--- src/rtl/pcie_bench_app.sv ---
`timescale 1ns/1ps
// pcie_bench_app: FPGA-side responder for the PCIe round-trip latency
// benchmark. A timer write starts a run, one F2C chunk is emitted, and the
// cycle count until the host's response is frozen for readback.
module pcie_bench_app #(
  parameter int TIMER_CHAN    = 0,
  parameter int SINGLE_CHAN   = 1,
  parameter int F2C_CHUNK_QWS = 16,
  parameter int C2F_CHUNK_QWS = 16,
  parameter int TIMER_WIDTH   = 32
) (
  input  logic        clk_in,
  input  logic        reset_in,
  input  logic [6:0]  cpuChan_in,
  input  logic [31:0] cpuWrData_in,
  input  logic        cpuWrValid_in,
  input  logic        cpuRdReq_in,
  output logic [31:0] cpuRdData_out,
  output logic        cpuRdValid_out,
  output logic [63:0] f2cData_out,
  output logic        f2cValid_out,
  input  logic        f2cReady_in,
  input  logic [63:0] c2fData_in,
  input  logic        c2fValid_in,
  output logic        busy_out
);

  localparam int BEAT_W = (F2C_CHUNK_QWS > 1) ? $clog2(F2C_CHUNK_QWS) : 1;
  localparam int C2F_W  = $clog2(C2F_CHUNK_QWS + 1);
  localparam int RESP_W = $clog2(2 * C2F_CHUNK_QWS + 1);

  localparam logic [6:0]        TIMER_CH    = 7'(TIMER_CHAN);
  localparam logic [6:0]        SINGLE_CH   = 7'(SINGLE_CHAN);
  localparam logic [BEAT_W-1:0] LAST_BEAT   = BEAT_W'(F2C_CHUNK_QWS - 1);
  localparam logic [C2F_W-1:0]  C2F_TARGET  = C2F_W'(C2F_CHUNK_QWS);
  localparam logic [RESP_W-1:0] RESP_TARGET = RESP_W'(2 * C2F_CHUNK_QWS);
  localparam logic [TIMER_WIDTH-1:0] TIMER_MAX = {TIMER_WIDTH{1'b1}};

  typedef enum logic [1:0] {S_IDLE, S_SEND, S_WAIT, S_DONE} state_t;

  state_t                  state, state_nxt;
  logic [TIMER_WIDTH-1:0]  timer;
  logic                    single_reg;
  logic [31:0]             run_seq;
  logic [BEAT_W-1:0]       beat_cnt;
  logic [C2F_W-1:0]        c2f_cnt;
  logic [RESP_W-1:0]       resp_cnt;

  logic                    timer_wr, single_wr, beat_xfer;
  logic [C2F_W-1:0]        c2f_sum;
  logic [RESP_W-1:0]       resp_sum;
  logic [31:0]             rd_mux;

  // Stream payload and upper write-data bits carry nothing this block uses.
  logic unused_inputs;
  assign unused_inputs = ^{c2fData_in, cpuWrData_in[31:1]};

  assign timer_wr  = cpuWrValid_in && (cpuChan_in == TIMER_CH);
  assign single_wr = cpuWrValid_in && (cpuChan_in == SINGLE_CH);
  assign beat_xfer = (state == S_SEND) && f2cReady_in;
  assign c2f_sum   = c2f_cnt + C2F_W'(c2fValid_in);
  assign resp_sum  = resp_cnt + RESP_W'(timer_wr);

  // Stream outputs decode straight from the state so reset silences them at once.
  assign f2cValid_out = (state == S_SEND);
  assign f2cData_out  = f2cValid_out ? {run_seq, 32'(beat_cnt)} : 64'd0;

  // State register.
  // NOTE: sequential blocks use non-blocking (<=) so every flop samples pre-edge values.
  always_ff @(posedge clk_in or posedge reset_in) begin
    if (reset_in) state <= S_IDLE;
    else          state <= state_nxt;
  end

  // Next-state decode: run start, chunk completion, and the response criteria.
  // NOTE: state_nxt is assigned before the case so no path leaves it unassigned (no latch).
  always_comb begin
    state_nxt = state;
    unique case (state)
      S_IDLE, S_DONE: if (timer_wr) state_nxt = S_SEND;
      S_SEND:         if (beat_xfer && beat_cnt == LAST_BEAT) state_nxt = S_WAIT;
      S_WAIT: begin
        if (single_reg) begin
          if (timer_wr) state_nxt = S_DONE;
        end else if (c2f_sum == C2F_TARGET || resp_sum == RESP_TARGET) begin
          state_nxt = S_DONE;
        end
      end
      default:        state_nxt = S_IDLE;
    endcase
  end

  // Run datapath: timer, beat/response counters, run sequence and busy flag.
  always_ff @(posedge clk_in or posedge reset_in) begin
    if (reset_in) begin
      timer      <= '0;
      single_reg <= 1'b0;
      run_seq    <= '0;
      beat_cnt   <= '0;
      c2f_cnt    <= '0;
      resp_cnt   <= '0;
      busy_out   <= 1'b0;
    end else begin
      if (single_wr) single_reg <= cpuWrData_in[0];
      unique case (state)
        S_IDLE, S_DONE: begin
          if (timer_wr) begin
            timer    <= '0;
            beat_cnt <= '0;
            c2f_cnt  <= '0;
            resp_cnt <= '0;
          end
        end
        S_SEND: begin
          if (timer != TIMER_MAX) timer <= timer + TIMER_WIDTH'(1);
          if (beat_xfer) beat_cnt <= beat_cnt + BEAT_W'(1);
        end
        S_WAIT: begin
          if (timer != TIMER_MAX) timer <= timer + TIMER_WIDTH'(1);
          if (!single_reg) begin
            c2f_cnt  <= c2f_sum;
            resp_cnt <= resp_sum;
          end
        end
        default: ;
      endcase
      if (state == S_WAIT && state_nxt == S_DONE) run_seq <= run_seq + 32'd1;
      busy_out <= (state_nxt == S_SEND) || (state_nxt == S_WAIT);
    end
  end

  // Read mux: value captured at request time, so a same-cycle write is not seen.
  always_comb begin
    rd_mux = 32'd0;
    if (cpuChan_in == TIMER_CH)       rd_mux = 32'(timer);
    else if (cpuChan_in == SINGLE_CH) rd_mux = {31'd0, single_reg};
  end

  // Read response: one-cycle valid pulse, data held at zero otherwise.
  always_ff @(posedge clk_in or posedge reset_in) begin
    if (reset_in) begin
      cpuRdValid_out <= 1'b0;
      cpuRdData_out  <= 32'd0;
    end else begin
      cpuRdValid_out <= cpuRdReq_in;
      cpuRdData_out  <= cpuRdReq_in ? rd_mux : 32'd0;
    end
  end

endmodule

--- config.mk ---
export PLATFORM = sky130hd
export DESIGN_NAME = pcie_bench_app
export DESIGN_NICKNAME = d
export VERILOG_FILES = /design/src/rtl/pcie_bench_app.sv
export SDC_FILE = /design/constraint.sdc
export NUM_CORES = 1
export LEC_CHECK = 0
export ABC_AREA = 1
export ABC_CLOCK_PERIOD_IN_PS = 6900
export BUFFER_PORTS_ARGS = -buffer_cell sky130_fd_sc_hd__buf_2
export CORE_ASPECT_RATIO = 0.9
export CORE_MARGIN = 2
export CORE_UTILIZATION = 56
export DETAILED_ROUTE_END_ITERATION = 10
export PLACE_DENSITY = 0.93
export REMOVE_ABC_BUFFERS = 1
export SLEW_MARGIN = 20
export SYNTH_ARGS = -nofsm -noshare
export SYNTH_HDL_FRONTEND = slang
export SYNTH_SLANG_ARGS = --single-unit
--- constraint.sdc ---
create_clock -name clk_in -period 6.9 [get_ports clk_in]
set_input_delay 0.345 -clock clk_in [delete_from_list [all_inputs] [get_ports clk_in]]
set_output_delay 0.345 -clock clk_in [all_outputs]
set_load 0.05 [all_outputs]
==> results.txt, run 1 <==
TritonCTS buffer count - 17
Post-CTS Resized - 0
clock buffer depth - 2
Die ar. - 12700 sq um
WP data required - 7190 ps
Iter 0 DRT Violations - 608
largest net degree at the start of global routing - 78
switch share - 39.8%
Psw - 963 uW
die width - 119 um
M3 GR Usage - 6.44%
Power Total - 2.42 mW
DRT antenna net count - 0
area occupied by multi-input gates - 2990 sq um
Max stage delay on crit path - 510 ps
clock insertion delay at the later pin of the skew report - 420 ps
placed cell areas - 7030 sq um
critical path's top delay family - simple AND/OR/NAND/NOR gates
post-layout minimum cycle time - 3440 ps
Slew headroom - 35.3%
#FFs+latches synth - 116
final hold violation count - 0
Synth Area in Adders - 1.89%
min-delay worst type - input port to flop
Max Clk Rate - 0.291 GHz
post-synthesis sequential area ratio - 43.9%
final number of setup-violating endpoints - 0
Fillers - 918
sequential power share - 33.6%
Setup Buffers After CTS - 0
PwrDens - 317 nW/um^2
Seq. cell area - 2900 sq um
Simple-Gate Fraction of Synth Area - 33.5%
Clk pwr share - 36.0%
layout cells sized above 1 - 14.2%
mux share of post-synthesis cell area - 0.170%
row count - 37
RSZ-0062 raised after global routing - false
core area - 11500 sq um
crit path buf inv count - 3
Total GRT Usage - 25.9%
Yosys top cell area share - 43.9%
final max-slew violation count - 0
Detailed Route WL - 15900 um
Mapped Area - 6610 sq um
diodes inserted - 0
Largest regs - cpuRdData_out (32), run_seq (32), timer (32)
routed vias/inst - 5.29
H-tree depth - 4
CTS tree - done
P_int - 1.46 mW
Num Clock Sinks - 116
dominant cell type by area after synthesis - dfrtp_1
GP Congestion - 0.932
XOR/XNOR Fraction of Synth Area - 4.11%
crit end category - flop
Top Usage Layer GRT - met2
Initial Util - 57.6%
CP max FO - 28
HPWL after detailed placement - 10800 um
critical path cell sequence - inv_1 > ha_1 > inv_2 > nor3_1 > a21oi_1 > ha_1 > nand2_2 > inv_2 > nand2_1 > nor2_4 > nand3_2 > nor2_2 > nand2_1 > xor2_1
Synth Area per Inst - 7.32 sq um
CP Data Arrival Time - 3730 ps
CP Class - flop to flop
IO Pins - 208
Die H - 107 um
max cap viols - 0
library cells used by synthesis - 37
Hold Slack - 64.9 ps
fin crit share - 49.8%
combinational share of power - 30.4%
critical path's slowest cell - ha_1
main area contributors after synthesis - dfrtp_1, nand2_1, inv_1
drt wl/cell - 13.7 um
post-synthesis compound-gate area fraction - 4.07%
Startpoint Class - flop
status - finished clean
first-pass GRT wire length - 26400 um
Final nets - 1108
initial antenna violation count - 0
met2 usage - 43.8%
largest family of logic cells by synthesized area - simple AND/OR/NAND/NOR gates
DRT Pass-1 Iters - 5
yosys warns - 0
Max VDD drop - 0.288 mV
setup TNS - 0 ps
Design Area, Final - 7630 sq um
Setup Skew - 6.97 ps
vias in the first global route - 5720
Clock transition at path regs - 60 ps
LEAKAGE - 4.09 nW
total gr overflow - 0
worst slew pin tran - 971 ps
Vias - 6124
Cells after Synth - 903
IO Port Bufs - 84
DRC - 0
met1 Use GR - 32.4%
P&R area growth vs syn - 15.4%
clk root buf - clkbuf_16
## Yosys cell counts, drive strengths merged
cell type  count
nor2         113
nand3         70
o31ai          6
buf           38
nor3          19
nor3b          1
and3           1
nor4           1
mux2           1
nand4         20
o21ai         38
xnor2          6
a21oi          5
nand3b         1
clkbuf        10
ha            10
conb           1
dfrtp        116
nand2        286
a22o           1
or2            1
xor2          25
inv          132
and3b          1
## worst paths after layout
kind | from | to | slack [ps] | depth (start not counted)
hold reg to reg | c2f_cnt[0] | c2f_cnt[0] | 500 | 2
setup / recovery | state[0] | run_seq[26] | 3460 | 14
min in group asynchronous | reset_in | timer[12] | 520 | 3
setup reg to reg | state[0] | run_seq[26] | 3460 | 14
hold / removal | cpuRdReq_in | cpuRdValid_out | 60 | 1
max in group asynchronous | reset_in | single_reg | 5030 | 4
## power groups by stage
stage / clock [mW] / sequential [mW] / combinational (mW)
CTS: 0.882 / 0.809 / 0.730
floorplan: 0 / 0.812 / 0.528
finish: 0.873 / 0.813 / 0.736
global route: 0.909 / 0.820 / 0.814
global placement: 0 / 0.813 / 0.697
detailed placement: 0 / 0.818 / 0.721
## repair_timing
| action | in CTS | in global routing |
|---|---|---|
| hold buffers | 1 | 0 |
| endpoints found under the hold margin | 39 | 0 |
| setup endpoints to repair | 0 | 0 |
## worst reg2reg max path: stages (launching register included)
cell	delay, ps
dfrtp_1	400
inv_1	100
ha_1	510
inv_2	500
nor3_1	130
a21oi_1	200
ha_1	200
nand2_2	140
inv_2	170
nand2_1	130
nor2_4	180
nand3_2	140
nor2_2	220
nand2_1	120
xor2_1	190
## cells in the final DEF, fill, tap and decap left out, types with 2 or more instances in the layout
master / n
buf_2: 84
a21oi_1: 5
bufinv_16: 2
nor3_1: 16
o31ai_1: 6
xor2_1: 25
clkinv_2: 2
buf_4: 3
nand2_1: 281
clkinvlp_4: 4
nor2_4: 2
nor2_2: 6
dfrtp_1: 116
nor2_1: 105
o21ai_1: 8
clkbuf_1: 2
nand3_2: 4
inv_1: 129
nand3_1: 66
conb_1: 28
nand2_2: 4
o21ai_0: 30
ha_1: 10
nor3_4: 2
xnor2_1: 6
nand4_1: 19
inv_2: 2
clkbuf_16: 17
clkbuf_8: 4
## layer usage
layer / vias up / routed length, um
met4: 0 / 317
met3: 38 / 1260
met5: - / 0
li1: 2929 / -
met1: 2854 / 6620
met2: 303 / 7700
## layout make-up
type | count | share of cell area [%]
Timing Repair Buffer | 88 | 5.94
Sequential cell | 116 | 38.0
Clock buffer | 23 | 6.39
Multi-Input combinational cell | 634 | 39.2
Tap cell | 156 | 2.56
Clock inverter | 8 | 1.31
Inverter | 132 | 6.53
## kinds of logic (layout without fill, tap and decap cells)
family | after synthesis | in the layout
buffers and inverters | 180 | 251
other | 1 | 28
AOI/OAI and AO/OA | 50 | 50
DFF | 116 | 116
and+or+nand+nor | 514 | 514
adders and majority gates | 10 | 10
muxes | 1 | 1
xor gates and xnor gates | 31 | 31
## metrics by stage
stage / instances / util, % / setup slack, ps
global route: 1157 / 66.5 / 3210
detailed placement: 1125 / 61.3 / 3310
floorplan: 882 / - / 3330
global placement: 1125 / 61.3 / 3400
finish: 1157 / 66.5 / 3460
CTS: 1157 / 66.5 / 3510
No activity file was read; power rests on OpenSTA's default activity.
==> run 2: changes to the inputs <==
--- a/config.mk
+++ b/config.mk
@@ -6,13 +6,13 @@
 export NUM_CORES = 1
 export LEC_CHECK = 0
 export ABC_AREA = 1
-export ABC_CLOCK_PERIOD_IN_PS = 6900
+export ABC_CLOCK_PERIOD_IN_PS = 2750
 export BUFFER_PORTS_ARGS = -buffer_cell sky130_fd_sc_hd__buf_2
 export CORE_ASPECT_RATIO = 0.9
 export CORE_MARGIN = 2
-export CORE_UTILIZATION = 56
+export CORE_UTILIZATION = 47
 export DETAILED_ROUTE_END_ITERATION = 10
-export PLACE_DENSITY = 0.93
+export PLACE_DENSITY = 0.83
 export REMOVE_ABC_BUFFERS = 1
 export SLEW_MARGIN = 20
 export SYNTH_ARGS = -nofsm -noshare
==> constraint.sdc (replaced) <==
create_clock -name clk_in -period 2.75 [get_ports clk_in]
set_input_delay 0.1375 -clock clk_in [delete_from_list [all_inputs] [get_ports clk_in]]
set_output_delay 0.1375 -clock clk_in [all_outputs]
set_load 0.05 [all_outputs]
==> run 2 against run 1 <==
- register-to-register slack worse by 3400 ps
- hold slack worse by 12 ps
- critical path depth is 6 higher
- first-iteration DRC count is 25% lower
- largest power group unchanged
- combinational power grew to 2.8 times the previous value
- sequential share of layout area is 2.2 points lower
- critical endpoint is now run_seq[28]
- via count is 2.4% lower
- wire length is 1.6% lower
- largest cell class unchanged
- critical path type unchanged
- clock skew is 4.0 ps higher
- fmax is 29% higher
==> results.txt, run 2 (synthesized netlist as in run 1, its figures left out) <==
status - finished clean
diodes inserted - 0 (unchanged)
P&R area growth vs syn - 22.4%
CP Class - flop to flop
Fillers - 1232 (+34%)
critical path's slowest cell - dfrtp_1
worst slew pin tran - 603 ps (-367 ps)
Setup Skew - 10.9 ps (+3.97 ps)
CTS tree - done
clock insertion delay at the later pin of the skew report - 420 ps (about the same)
clk root buf - clkbuf_16
most common cell after layout, fill and taps aside - nand2_1
GP Congestion - 0.879 (-5.6%)
Reg2Reg Setup Slack - 90 ps (-3370 ps)
Num Clock Sinks - 116 (unchanged)
crit end category - flop
WP data required - 3050 ps (-4140 ps)
min-delay worst type - input port to flop
layout cells sized above 1 - 19.1% (+5.0 points)
PwrDens - 781 nW/um^2 (+150%)
routed vias/inst - 4.87 (-8.0%)
post-layout minimum cycle time - 2660 ps (-781 ps)
final number of setup-violating endpoints - 0 (unchanged)
Detailed Route WL - 15600 um (-1.6%)
CP Data Arrival Time - 2960 ps (-770 ps)
Largest regs - cpuRdData_out (32), run_seq (32), timer (32)
Iter 0 DRT Violations - 457 (-25%)
CP startpoint - resp_cnt[0]
Die ar. - 15000 sq um (+18%)
Total GRT Usage - 22.2% (-3.7 points)
r2r endpoint - run_seq[28]
Startpoint Class - flop
final hold violation count - 0 (unchanged)
first-pass GRT wire length - 26300 um (-0.29%)
commonest non-fill, non-tap cells in the layout - nand2_1, inv_1, dfrtp_1, nor2_1, buf_2
FF-to-FF Start - resp_cnt[0]
core area - 13900 sq um (+21%)
Final nets - 1140 (+2.9%)
IO Pins - 208 (unchanged)
critical path's top delay family - simple AND/OR/NAND/NOR gates
DRT Pass-1 Iters - 5 (unchanged)
fin crit share - 96.6% (+47 points)
FF-to-FF path depth - 20 (+6)
Max stage delay on crit path - 380 ps (-130 ps)
largest net degree at the start of global routing - 71 (-9.0%)
die width - 129 um (+8.9%)
Slew headroom - 59.7% (+24 points)
Max Clk Rate - 0.376 GHz (+29%)
final max-slew violation count - 0 (unchanged)
HPWL after detailed placement - 11300 um (+4.7%)
LEAKAGE - 4.30 nW (+5.1%)
Clock transition at path regs - 60 ps (about the same)
critical path cell sequence - ha_2 > ha_4 > buf_4 > nand4_1 > nand2_1 > inv_1 > nand3_1 > nand2_2 > nand2_2 > a21oi_2 > ha_2 > nand2_2 > inv_2 > nand2_4 > nor2_4 > nand2_4 > nor2_4 > nand3_2 > o21ai_2 > nand2_1
DRC - 0 (unchanged)
drt wl/cell - 12.7 um (-7.2%)
TritonCTS buffer count - 17 (unchanged)
Core Util, Final - 58.2% (-8.2 points)
total gr overflow - 0 (unchanged)
crit path buf inv count - 3 (unchanged)
Die H - 117 um (+8.8%)
Vias - 5976 (-2.4%)
initial antenna violation count - 0 (unchanged)
Hold Slack - 52.8 ps (-12.0 ps)
vias in the first global route - 5621 (-1.7%)
stages on the worst setup path - 20 (+6)
max cap viols - 0 (unchanged)
DRT antenna net count - 0 (unchanged)
H-tree depth - 4 (unchanged)
Hold Path Depth - 4 (+3)
cell mode on critical path - nand2_2
CP max FO - 3 (-89%)
Initial Util - 47.6% (-10 points)
IO Port Bufs - 84 (unchanged)
clock buffer depth - 2 (unchanged)
row count - 41 (+11%)
RSZ-0062 raised after global routing - true
Max VDD drop - 0.539 mV (+87%)
CP endpoint - run_seq[28]
run 2: changes by cell type in the layout (fill, tap and decap cells not counted), sizes merged:
cell,previous run,this run
clkinv,2,7
bufinv,2,3
dlygate4sd3,1,3
buf,87,117
clkinvlp,4,1
clkbuf,23,21
run 2: power by group:
part           internal, mW  switching (mW)  total [mW]  leakage [nW]
clock network          1.46           0.780        2.24         0.296
logic                 0.552            1.50        2.05          2.44
registers              1.86           0.175        2.03          1.57
run 2: how the worst min path moves through the flow:
stage	start	to	slack [ps]
final	cpuChan_in[1]	cpuRdData_out[0]	50
after global routing	cpuChan_in[1]	cpuRdData_out[0]	110
after CTS	cpuChan_in[1]	cpuRdData_out[0]	50
after detailed placement	reset_in	timer[15]	250
after global placement	reset_in	cpuRdData_out[31]	250
after floorplan	cpuRdReq_in	cpuRdValid_out	170
run 2: worst min-delay path: stages:
cell and delay [ps]:
buf_2 90, nor3_1 60, nand4_1 60, o21ai_0 70
run 2: layout make-up:
type | count | area, sq um | share of cell area [%]
inverter | 132 | 498 | 6.15
clock buffer | 21 | 460 | 5.69
clock inverter | 11 | 133 | 1.64
tap | 193 | 241 | 2.98
sequential | 116 | 2900 | 35.9
timing repair buffer | 120 | 723 | 8.93
multi-input combinational | 634 | 3140 | 38.7
run 2: metrics by stage:
stage | power [mW] | std cells | worst slack, ps | instance area (sq um) | TNS (ps)
after floorplan | 3.36 | 882 | -818 | 6390 | -68430
after global placement | 3.96 | 1187 | -78.4 | 7290 | -462
after detailed placement | 3.99 | 1187 | -265 | 7290 | -3440
after CTS | 6.25 | 1223 | 35.6 | 7940 | 0
after global routing | 6.69 | 1227 | -117 | 8100 | -612
final | 6.32 | 1227 | 93.5 | 8100 | 0
run 2: per-layer routing:
metal,global-route usage [%],vias to the layer above,wire length (um)
li1,-,2983,-
met1,29.3,2784,7200
met2,36.8,188,7420
met3,4.63,21,785
met4,7.75,0,228
met5,0,-,0
run 2: repair_timing:
item | CTS | global route
setup buffers | 1 | 4
hold buffers | 3 | 0
pin swaps | 1 | 17
resized for setup | 4 | 33
setup endpoints to repair | 8 | 23
endpoints found under the hold margin | 48 | 0
